## src/rtl/vga_timing_pkg.sv

```systemverilog
// Shared VGA timing constants (640x480 @ 60 Hz defaults) and the total-span
// derivation used by the timing generator and the pixel generators.
//   coord_t       : 10-bit pixel/line coordinate type
//   span_total()  : display + front porch + sync + back porch
package vga_timing_pkg;

  localparam int unsigned COORD_W       = 10;
  typedef logic [COORD_W-1:0] coord_t;

  localparam int unsigned H_DISPLAY_DEF = 640;
  localparam int unsigned H_FRONT_DEF   = 16;
  localparam int unsigned H_SYNC_DEF    = 96;
  localparam int unsigned H_BACK_DEF    = 48;

  localparam int unsigned V_DISPLAY_DEF = 480;
  localparam int unsigned V_FRONT_DEF   = 10;
  localparam int unsigned V_SYNC_DEF    = 2;
  localparam int unsigned V_BACK_DEF    = 33;

  localparam int unsigned ANIM_DIV_DEF  = 16;

  function automatic int unsigned span_total(input int unsigned disp,
                                             input int unsigned front,
                                             input int unsigned sync,
                                             input int unsigned back);
    return disp + front + sync + back;
  endfunction

  localparam int unsigned H_TOTAL_DEF = span_total(H_DISPLAY_DEF, H_FRONT_DEF,
                                                   H_SYNC_DEF, H_BACK_DEF);
  localparam int unsigned V_TOTAL_DEF = span_total(V_DISPLAY_DEF, V_FRONT_DEF,
                                                   V_SYNC_DEF, V_BACK_DEF);

endpackage

```

## src/rtl/anim_divider.sv

```systemverilog
// Animation divider: counts frame ticks and toggles the animation phase bit
// once every ANIM_DIV ticks. Pause holds both the counter and the phase.
//   clk, rst_n : clock, asynchronous active-low reset
//   tick       : one-cycle strobe on the edge entering vertical blanking
//   pause      : high holds counter and phase
//   frame      : animation phase bit
module anim_divider #(
  parameter int unsigned ANIM_DIV = 16
) (
  input  logic clk,
  input  logic rst_n,
  input  logic tick,
  input  logic pause,
  output logic frame
);

  localparam int unsigned CNT_W = $clog2(ANIM_DIV);

  logic [CNT_W-1:0] cnt_q, cnt_d;
  logic             frame_q, frame_d;

  // ANIM_DIV is a power of two, so the counter wraps naturally and the
  // phase flips on the same edge the counter returns to zero.
  always_comb begin
    cnt_d   = cnt_q;
    frame_d = frame_q;
    if (tick && !pause) begin
      cnt_d = cnt_q + 1'b1;
      if (cnt_q == '1) frame_d = ~frame_q;
    end
  end

  always_ff @(posedge clk or negedge rst_n) begin
    if (!rst_n) begin
      cnt_q   <= '0;
      frame_q <= 1'b0;
    end else begin
      cnt_q   <= cnt_d;
      frame_q <= frame_d;
    end
  end

  assign frame = frame_q;

endmodule

```

## src/rtl/vga_anim_timing.sv

```systemverilog
// VGA timing generator with an animation phase output.
//   clk, rst_n   : pixel clock, asynchronous active-low reset
//   ena          : count enable; low freezes all state
//   anim_pause   : freezes the animation phase only
//   hsync, vsync : active-low syncs decoded from the live counters
//   display_on   : high inside the visible area
//   pix_x, pix_y : current position, straight from the counter registers
//   frame        : animation phase bit
//   frame_start  : one-cycle pulse at (0, V_DISPLAY)
module vga_anim_timing
  import vga_timing_pkg::*;
#(
  parameter int unsigned H_DISPLAY = H_DISPLAY_DEF,
  parameter int unsigned H_FRONT   = H_FRONT_DEF,
  parameter int unsigned H_SYNC    = H_SYNC_DEF,
  parameter int unsigned H_BACK    = H_BACK_DEF,
  parameter int unsigned V_DISPLAY = V_DISPLAY_DEF,
  parameter int unsigned V_FRONT   = V_FRONT_DEF,
  parameter int unsigned V_SYNC    = V_SYNC_DEF,
  parameter int unsigned V_BACK    = V_BACK_DEF,
  parameter int unsigned ANIM_DIV  = ANIM_DIV_DEF
) (
  input  logic       clk,
  input  logic       rst_n,
  input  logic       ena,
  input  logic       anim_pause,
  output logic       hsync,
  output logic       vsync,
  output logic       display_on,
  output logic [9:0] pix_x,
  output logic [9:0] pix_y,
  output logic       frame,
  output logic       frame_start
);

  localparam int unsigned H_TOTAL = span_total(H_DISPLAY, H_FRONT, H_SYNC, H_BACK);
  localparam int unsigned V_TOTAL = span_total(V_DISPLAY, V_FRONT, V_SYNC, V_BACK);

  localparam coord_t H_LAST   = coord_t'(H_TOTAL - 1);
  localparam coord_t V_LAST   = coord_t'(V_TOTAL - 1);
  localparam coord_t H_VIS    = coord_t'(H_DISPLAY);
  localparam coord_t V_VIS    = coord_t'(V_DISPLAY);
  localparam coord_t HS_START = coord_t'(H_DISPLAY + H_FRONT);
  localparam coord_t HS_END   = coord_t'(H_DISPLAY + H_FRONT + H_SYNC);
  localparam coord_t VS_START = coord_t'(V_DISPLAY + V_FRONT);
  localparam coord_t VS_END   = coord_t'(V_DISPLAY + V_FRONT + V_SYNC);

  coord_t x_q, x_d;
  coord_t y_q, y_d;
  logic   frame_start_q, frame_start_d;

  // frame_start_d is decoded from the next-state counters so the registered
  // pulse lines up with the cycle in which the counters read (0, V_DISPLAY);
  // the same strobe clocks the animation divider.
  always_comb begin
    x_d           = x_q;
    y_d           = y_q;
    frame_start_d = 1'b0;
    if (ena) begin
      if (x_q == H_LAST) begin
        x_d = '0;
        y_d = (y_q == V_LAST) ? '0 : y_q + 1'b1;
      end else begin
        x_d = x_q + 1'b1;
      end
      frame_start_d = (x_d == '0) && (y_d == V_VIS);
    end
  end

  always_ff @(posedge clk or negedge rst_n) begin
    if (!rst_n) begin
      x_q           <= '0;
      y_q           <= '0;
      frame_start_q <= 1'b0;
    end else begin
      x_q           <= x_d;
      y_q           <= y_d;
      frame_start_q <= frame_start_d;
    end
  end

  anim_divider #(
    .ANIM_DIV(ANIM_DIV)
  ) u_anim (
    .clk  (clk),
    .rst_n(rst_n),
    .tick (frame_start_d),
    .pause(anim_pause),
    .frame(frame)
  );

  assign pix_x       = x_q;
  assign pix_y       = y_q;
  assign frame_start = frame_start_q;
  assign hsync       = !((x_q >= HS_START) && (x_q < HS_END));
  assign vsync       = !((y_q >= VS_START) && (y_q < VS_END));
  assign display_on  = (x_q < H_VIS) && (y_q < V_VIS);

endmodule

```

## config.mk

```make
export PLATFORM = sky130hd
export DESIGN_NAME = vga_anim_timing
export DESIGN_NICKNAME = d
export VERILOG_FILES = /design/src/rtl/vga_timing_pkg.sv /design/src/rtl/anim_divider.sv /design/src/rtl/vga_anim_timing.sv
export SDC_FILE = /design/constraint.sdc
export NUM_CORES = 1
export LEC_CHECK = 0
export BUFFER_PORTS_ARGS = -buffer_cell sky130_fd_sc_hd__buf_2
export CELL_PAD_IN_SITES_DETAIL_PLACEMENT = 0
export CELL_PAD_IN_SITES_GLOBAL_PLACEMENT = 2
export CORE_AREA = 3 3 85 87
export DETAILED_ROUTE_END_ITERATION = 8
export DIE_AREA = 0 0 88 90
export HOLD_SLACK_MARGIN = 0.15
export PLACE_DENSITY_LB_ADDON = 0.1
export SYNTH_ARGS = -nofsm -noshare
export SYNTH_HDL_FRONTEND = slang
export SYNTH_SLANG_ARGS = --single-unit
```

## constraint.sdc

```tcl
create_clock -name clk -period 4.6 [get_ports clk]
set_clock_uncertainty 0.05 [all_clocks]
set_input_delay 0 -clock clk [delete_from_list [all_inputs] [get_ports clk]]
set_output_delay 0 -clock clk [all_outputs]
set_load 0.02 [all_outputs]
```

# [After elaboration in Yosys (flattened, before gate mapping)]
# Index checks and enable logic that the tools add are counted.
[word_totals] regBits=26 latch_bits=0 mem_bits_rw=0 romBits=0 in_bits=4 out_inout_bits=25 elab_cells=35 memories=0
[op_classes] n_addsub=3 mul=0 div=0 n_lt_le_gt_ge=6 n_eq_ne=4 shift=0 mux=6 bitwise=1 n_reduce_logical=10
[op_table] cell="two-way mux 10 bit" n=5
[op_table] cell="adder 10 x 1 -> 10 bit, second input constant" n=2
[op_table] cell="== test 10 bit, second input constant" n=2
[op_table] cell="less-than comparator 10 bit, second input constant" n=2
[op_table] cell="less-than comparator 10 x 9 -> 1 bit, second input constant" n=2
[op_table] cell="== test 10 x 9 -> 1 bit, second input constant" n=1
[op_table] cell="greater-or-equal comparator 10 bit, second input constant" n=1
[op_table] cell="greater-or-equal comparator 10 x 9 -> 1 bit, second input constant" n=1
[op_table] cell="logical NOT 10 bit" n=1
[op_table] cell="logical AND 1 bit" n=5
[op_table] cell="adder 4 x 1 -> 4 bit, second input constant" n=1
[op_table] cell="== test 4 bit, second input constant" n=1
[op_table] cell="logical NOT 1 bit" n=3
[op_table] cell="AND reduction 2 bit" n=1
[op_table] cell="two-way mux 1 bit" n=1
[op_table] cell="NOT 1 bit" n=1

# [Logic depth before layout (Yosys ltp)]
[depth] word_depth=9 mapped_depth=10 ltp_nobuf=9

# [Hierarchy]
# Synthesis repeated with hierarchy kept, for this count alone.
[unflattened] hier_cells=201 area_unflattened_um2=1766.7
[by_module_without_submodules] mod="vga_anim_timing" instances=1 cells_each=186 area_each_um2=1552.7 seq_area_each_um2=525.5
[by_module_without_submodules] mod="anim_divider" instances=1 cells_each=15 area_each_um2=214.0 seq_area_each_um2=125.1

# [Worst setup path after synthesis]
# OpenSTA, ideal clock, no wires.
[synth_timing] path_kind="reg2reg" start="reg x_q[0], in the netlist pix_x[0]" end="reg u_anim.cnt_q[1]" setup_time_ns=0.128 arrival_time_ns=2.484 required_ns=4.422 path_slack_ns=1.939 stages_incl_launch_ff=10 n_path_buf=2 synth_period_minus_slack_ns=2.661 path_cell_list="dfrtp_1 -> ha_1 -> and3_1 -> buf_6 -> and3_4 -> buf_6 -> or3_1 -> a221oi_2 -> nand4_2 -> mux2_1"
[synth_between] elab_chain_len=7 word_cells_on_any_way=11 classes_between="add/sub: 1; eq/ne: 2; mux: 5; reduce/logical: 3"
[synth_lines] element="start, declared" line_no="vga_anim_timing.sv:48" rtl="coord_t x_q, x_d;"
[synth_lines] element="start signal, assigned" line_no="vga_anim_timing.sv:72" rtl="x_q <= '0;"
[synth_lines] element="start signal, assigned" line_no="vga_anim_timing.sv:76" rtl="x_q <= x_d;"
[synth_lines] element="adder 10 x 1 -> 10 bit or == test 10 bit (tied branches)" line_no="vga_anim_timing.sv:64, vga_anim_timing.sv:60"
[synth_lines] element="two-way mux 10 bit" line_no="vga_anim_timing.sv:60" rtl="if (x_q == H_LAST) begin"
[synth_lines] element="two-way mux 10 bit" line_no="vga_anim_timing.sv:59" rtl="if (ena) begin"
[synth_lines] element="logical NOT 10 bit or == test 10 x 9 -> 1 bit (tied branches)" line_no="vga_anim_timing.sv:66" rtl="frame_start_d = (x_d == '0) && (y_d == V_VIS);"
[synth_lines] element="logical AND 1 bit (*)" line_no="vga_anim_timing.sv:66"
[synth_lines] element="two-way mux 1 bit (*)" line_no="vga_anim_timing.sv:59"
[synth_lines] element="logical AND 1 bit (*)" line_no="anim_divider.sv:27" rtl="if (tick && !pause) begin"
[synth_lines] element="end signal, assigned" line_no="anim_divider.sv:38" rtl="cnt_q <= cnt_d;"
[synth_lines] element="end, declared" line_no="anim_divider.sv:19" rtl="logic [CNT_W-1:0] cnt_q, cnt_d;"
# Every way passes the cells marked *; elsewhere a longest branch is shown, timed or not. The select of a mux whose other input is x is not followed.
# A chain may end at the register's enable or synchronous reset.

# [Worst setup path in the final report]
[layout_timing] start="reg y_q[0], in the netlist pix_y[0]" end="reg u_anim.cnt_q[1]"
[layout_between] elab_chain_len=8 word_cells_on_any_way=9 classes_between="add/sub: 1; eq/ne: 2; mux: 4; reduce/logical: 2"
[layout_lines] element="start, declared" line_no="vga_anim_timing.sv:49" rtl="coord_t y_q, y_d;"
[layout_lines] element="start signal, assigned" line_no="vga_anim_timing.sv:77" rtl="y_q <= y_d;"
[layout_lines] element="adder 10 x 1 -> 10 bit or == test 10 bit (tied branches)" line_no="vga_anim_timing.sv:62" rtl="y_d = (y_q == V_LAST) ? '0 : y_q + 1'b1;"
[layout_lines] element="two-way mux 10 bit" line_no="vga_anim_timing.sv:62"
[layout_lines] element="two-way mux 10 bit (*)" line_no="vga_anim_timing.sv:60"
[layout_lines] element="two-way mux 10 bit (*)" line_no="vga_anim_timing.sv:59"
[layout_lines] element="== test 10 x 9 -> 1 bit (*)" line_no="vga_anim_timing.sv:66"
[layout_lines] element="logical AND 1 bit (*)" line_no="vga_anim_timing.sv:66"
[layout_lines] element="two-way mux 1 bit (*)" line_no="vga_anim_timing.sv:59"
[layout_lines] element="logical AND 1 bit (*)" line_no="anim_divider.sv:27"
# Marks and branches as above.

==> key figures <==
Job
  – Max cap viols: 0

CTS
  – Clk Latency, worst-skew pair: 0.27 ns
  – H-tree levels: 1
  – CTS tree: done
  – CTS buffer count: 3
  – Clock sinks: 26
  – Reg clk slew, reported paths: 0.10 ns
  – Bufs on Longest Clock Path: 2
  – Post-CTS Setup Inserts: 0
  – Root buf cell: clkbuf_8

Yosys
  – Seq cells post-synth: 26
  – Mapped Nets: 212
  – Largest family of logic cells by synthesized area: simple AND/OR/NAND/NOR gates
  – Area of the mapped netlist: 1770 µm²
  – Post-synthesis mux area share: 0.0120
  – Post-synthesis adder-cell area fraction: 0.0495
  – Compound-gate portion of the synthesized area: 0.155
  – Top FF cell, synth: dfrtp_1
  – Seq/Total Area, Yosys: 0.368
  – Yosys top cell area share: 0.368
  – Post-Synth XOR/XNOR Area: 0.0842
  – EDFF count, synth: 0
  – Syn Area/Cell: 8.80 µm²
  – Post-synth ARST share: 1.00
  – Synth top cells by count: 26 x dfrtp_1, 19 x nand2_1, 16 x nor2_1, 14 x o21ai_0, 11 x nand3_1
  – Syn. warnings: 0
  – Fraction of the mapped netlist area in simple logic gates: 0.263
  – Synthesized instance count: 201
  – Top cell type by total area after synthesis: dfrtp_1
  – Cell variety after synth: 47
  – Count leader, synth: dfrtp_1
  – Largest cells by area after synthesis: dfrtp_1 37%, ha_1 5.0%, xnor2_1 4.5%, nand2_1 4.0%, o21ai_0 4.0%

Drt
  – Pre-antenna DRT Iters: 4
  – Via count: 1558
  – DRC: 0
  – Initial detailed-routing violation count: 81
  – Wire length per cell: 16.5 µm
  – Routed Antenna Nets: 0
  – Detailed Route WL: 4870 µm
  – Post-DR vias/cell: 5.28

Setup path
  – Setup CP Type: reg2reg
  – Crit start category: flop
  – Crit path required time: 4.71 ns
  – WP data arrival: 3.10 ns
  – Crit-path cells: ha_1 > nand4_1 > nor4_1 > o211ai_1 > a2111oi_1 > nand4_2 > mux2_1
  – Crit path max-delay family: simple AND/OR/NAND/NOR gates
  – WP buf/inv: 0
  – Reg-to-reg slack, setup: 1.61 ns
  – Max FO, Critical Path: 10
  – Slowest cell on the critical path: dfrtp_1
  – Critical path's largest stage delay: 0.57 ns
  – Crit end category: flop

Timing
  – Hold Violations, Final: 0
  – Final setup violating endpoints: 0
  – Period utilisation layout: 0.649
  – Rel. slew slack: 0.582
  – Setup TNS: 0 ns
  – Final min period: 2.99 ns
  – Max-slew violations: 0
  – Slack of the critical path: 1.61 ns
  – Slew @ Worst Pin: 0.628 ns
  – Fmax: 0.335 GHz
  – Unrepaired setup endpoints after global routing: false

Power
  – Leak: 0.882 nW
  – Overall power: 0.596 mW
  – VDD IR max: 0.138 mV
  – Pwr/cell area: 301 nW/µm²

Place
  – Routability cong.: 0.791
  – Final HPWL DP: 3520 µm
  – Place WS: 1.57 ns
  – Placed cell area: 1910 µm²
  – PortBufs: 28

Global route
  – GRT Util Overall: 0.128
  – Global route overflow: 0
  – First-pass GRT wire length: 8220 µm
  – Largest net degree at the start of global routing: 27
  – Antenna violations before repair: 0
  – Vias in the first global route: 1513

Outcome
  – Status: complete, no violations

Floorplan
  – Full die area: 7920 µm²
  – Row cnt: 29
  – I/O pins: 29
  – Initial Util: 0.275
  – Die width: 88 µm
  – Core ar.: 6420 µm²
  – Die Height: 90 µm

Layout
  – Final #Nets: 230
  – Final Cell Area: 1980 µm²
  – Area grow syn2layout: 12.2%
  – Antenna cells: 0
  – Fin util: 0.309
  – Share of cells above drive strength 1: 0.179

Worst hold path
  – Hold Crit Class: in2reg
[worst reg2reg max path: stages, from the launching register on]
cell and delay (ns):
dfrtp_1 0.57, ha_1 0.37, nand4_1 0.27, nor4_1 0.46, o211ai_1 0.15, a2111oi_1 0.41
nand4_2 0.24, mux2_1 0.36
[cell families (layout without fill, tap and decap cells)]
family,after synthesis,in the layout
AO/OA/AOI/OAI,39,39
XOR/XNOR,17,17
adder cells (fa/ha/maj),7,7
buffers and inverters,24,41
flip-flops,26,26
multiplexers,2,2
AND/OR/NAND/NOR,86,86
[flip-flops by register name, indices dropped and copies added, names as in the netlist]
signal / flops
pix_x: 10
u_anim.frame: 1
u_anim.cnt_q: 4
frame_start: 1
pix_y: 10
[path summary, 6_finish.rpt]
check                             start         endpoint  cells past startpoint
max                            pix_y[0]  u_anim.cnt_q[1]                      7
min                          anim_pause  u_anim.cnt_q[0]                      6
max reg2reg                    pix_y[0]  u_anim.cnt_q[1]                      7
min reg2reg                u_anim.frame     u_anim.frame                      1
max in group asynchronous         rst_n         pix_y[2]                      2
min in group asynchronous         rst_n  u_anim.cnt_q[2]                      2
[final cells by class]
class / instances / area [µm²]
sequential: 26 / 651
timing repair buffer: 30 / 160
clock buffer: 4 / 55.1
inverter: 7 / 26.3
multi-input combinational: 151 / 996
fill: 685 / 4440
tap: 77 / 96.3
[cells in the final DEF, fill, tap and decap left out, types with 2 or more instances in the layout]
cell type,netlist,layout
inv_1,7,7
nand2_1,19,19
and3_1,4,4
ha_1,7,7
o21ai_0,14,14
xor2_1,8,8
a211o_1,2,2
buf_2,7,28
o32ai_1,2,2
nand3_1,11,11
nor3_1,8,8
nor4b_1,2,2
clkbuf_8,0,4
dfrtp_1,26,26
nor2_1,16,16
o31ai_1,2,2
nand4b_1,3,3
nor4_1,4,4
xnor2_1,9,9
a21oi_1,4,4
nand4_1,9,9
a21o_1,3,3
dlygate4sd3_1,0,2
[per-layer routing]
layer / track usage / up-vias / share of wire
li1: - / 760 / -
met1: 0.198 / 758 / 0.52
met2: 0.184 / 38 / 0.44
met4: 0.0320 / 0 / 0.0060
met5: 0 / - / 0
met3: 0.0183 / 2 / 0.037
[repair_timing]
| action | 4_1_cts | 5_1_grt |
|---|---|---|
| endpoints found under the hold margin | 35 | 0 |
| hold buffers | 2 | 0 |
| gates resized for setup | 0 | 0 |
| setup endpoints to repair | 0 | 0 |
[metrics by stage]
| stage | hold WS [ns] | std cells |
|---|---|---|
| 4_1_cts | 0.215 | 295 |
| 3_3_place_gp | -0.00672 | 289 |
| 5_1_grt | 0.249 | 295 |
| 6_report | 0.206 | 295 |
| 2_1_floorplan | -0.346 | 201 |
| 3_5_place_dp | 0.0165 | 289 |
[report_power, final]
part | total (mW) | switching [mW] | internal, mW
Clock | 0.153 | 0.0763 | 0.0766
Sequential | 0.306 | 0.0563 | 0.249
Combinational | 0.138 | 0.0835 | 0.0542
Power figures use the tool's default switching activity.
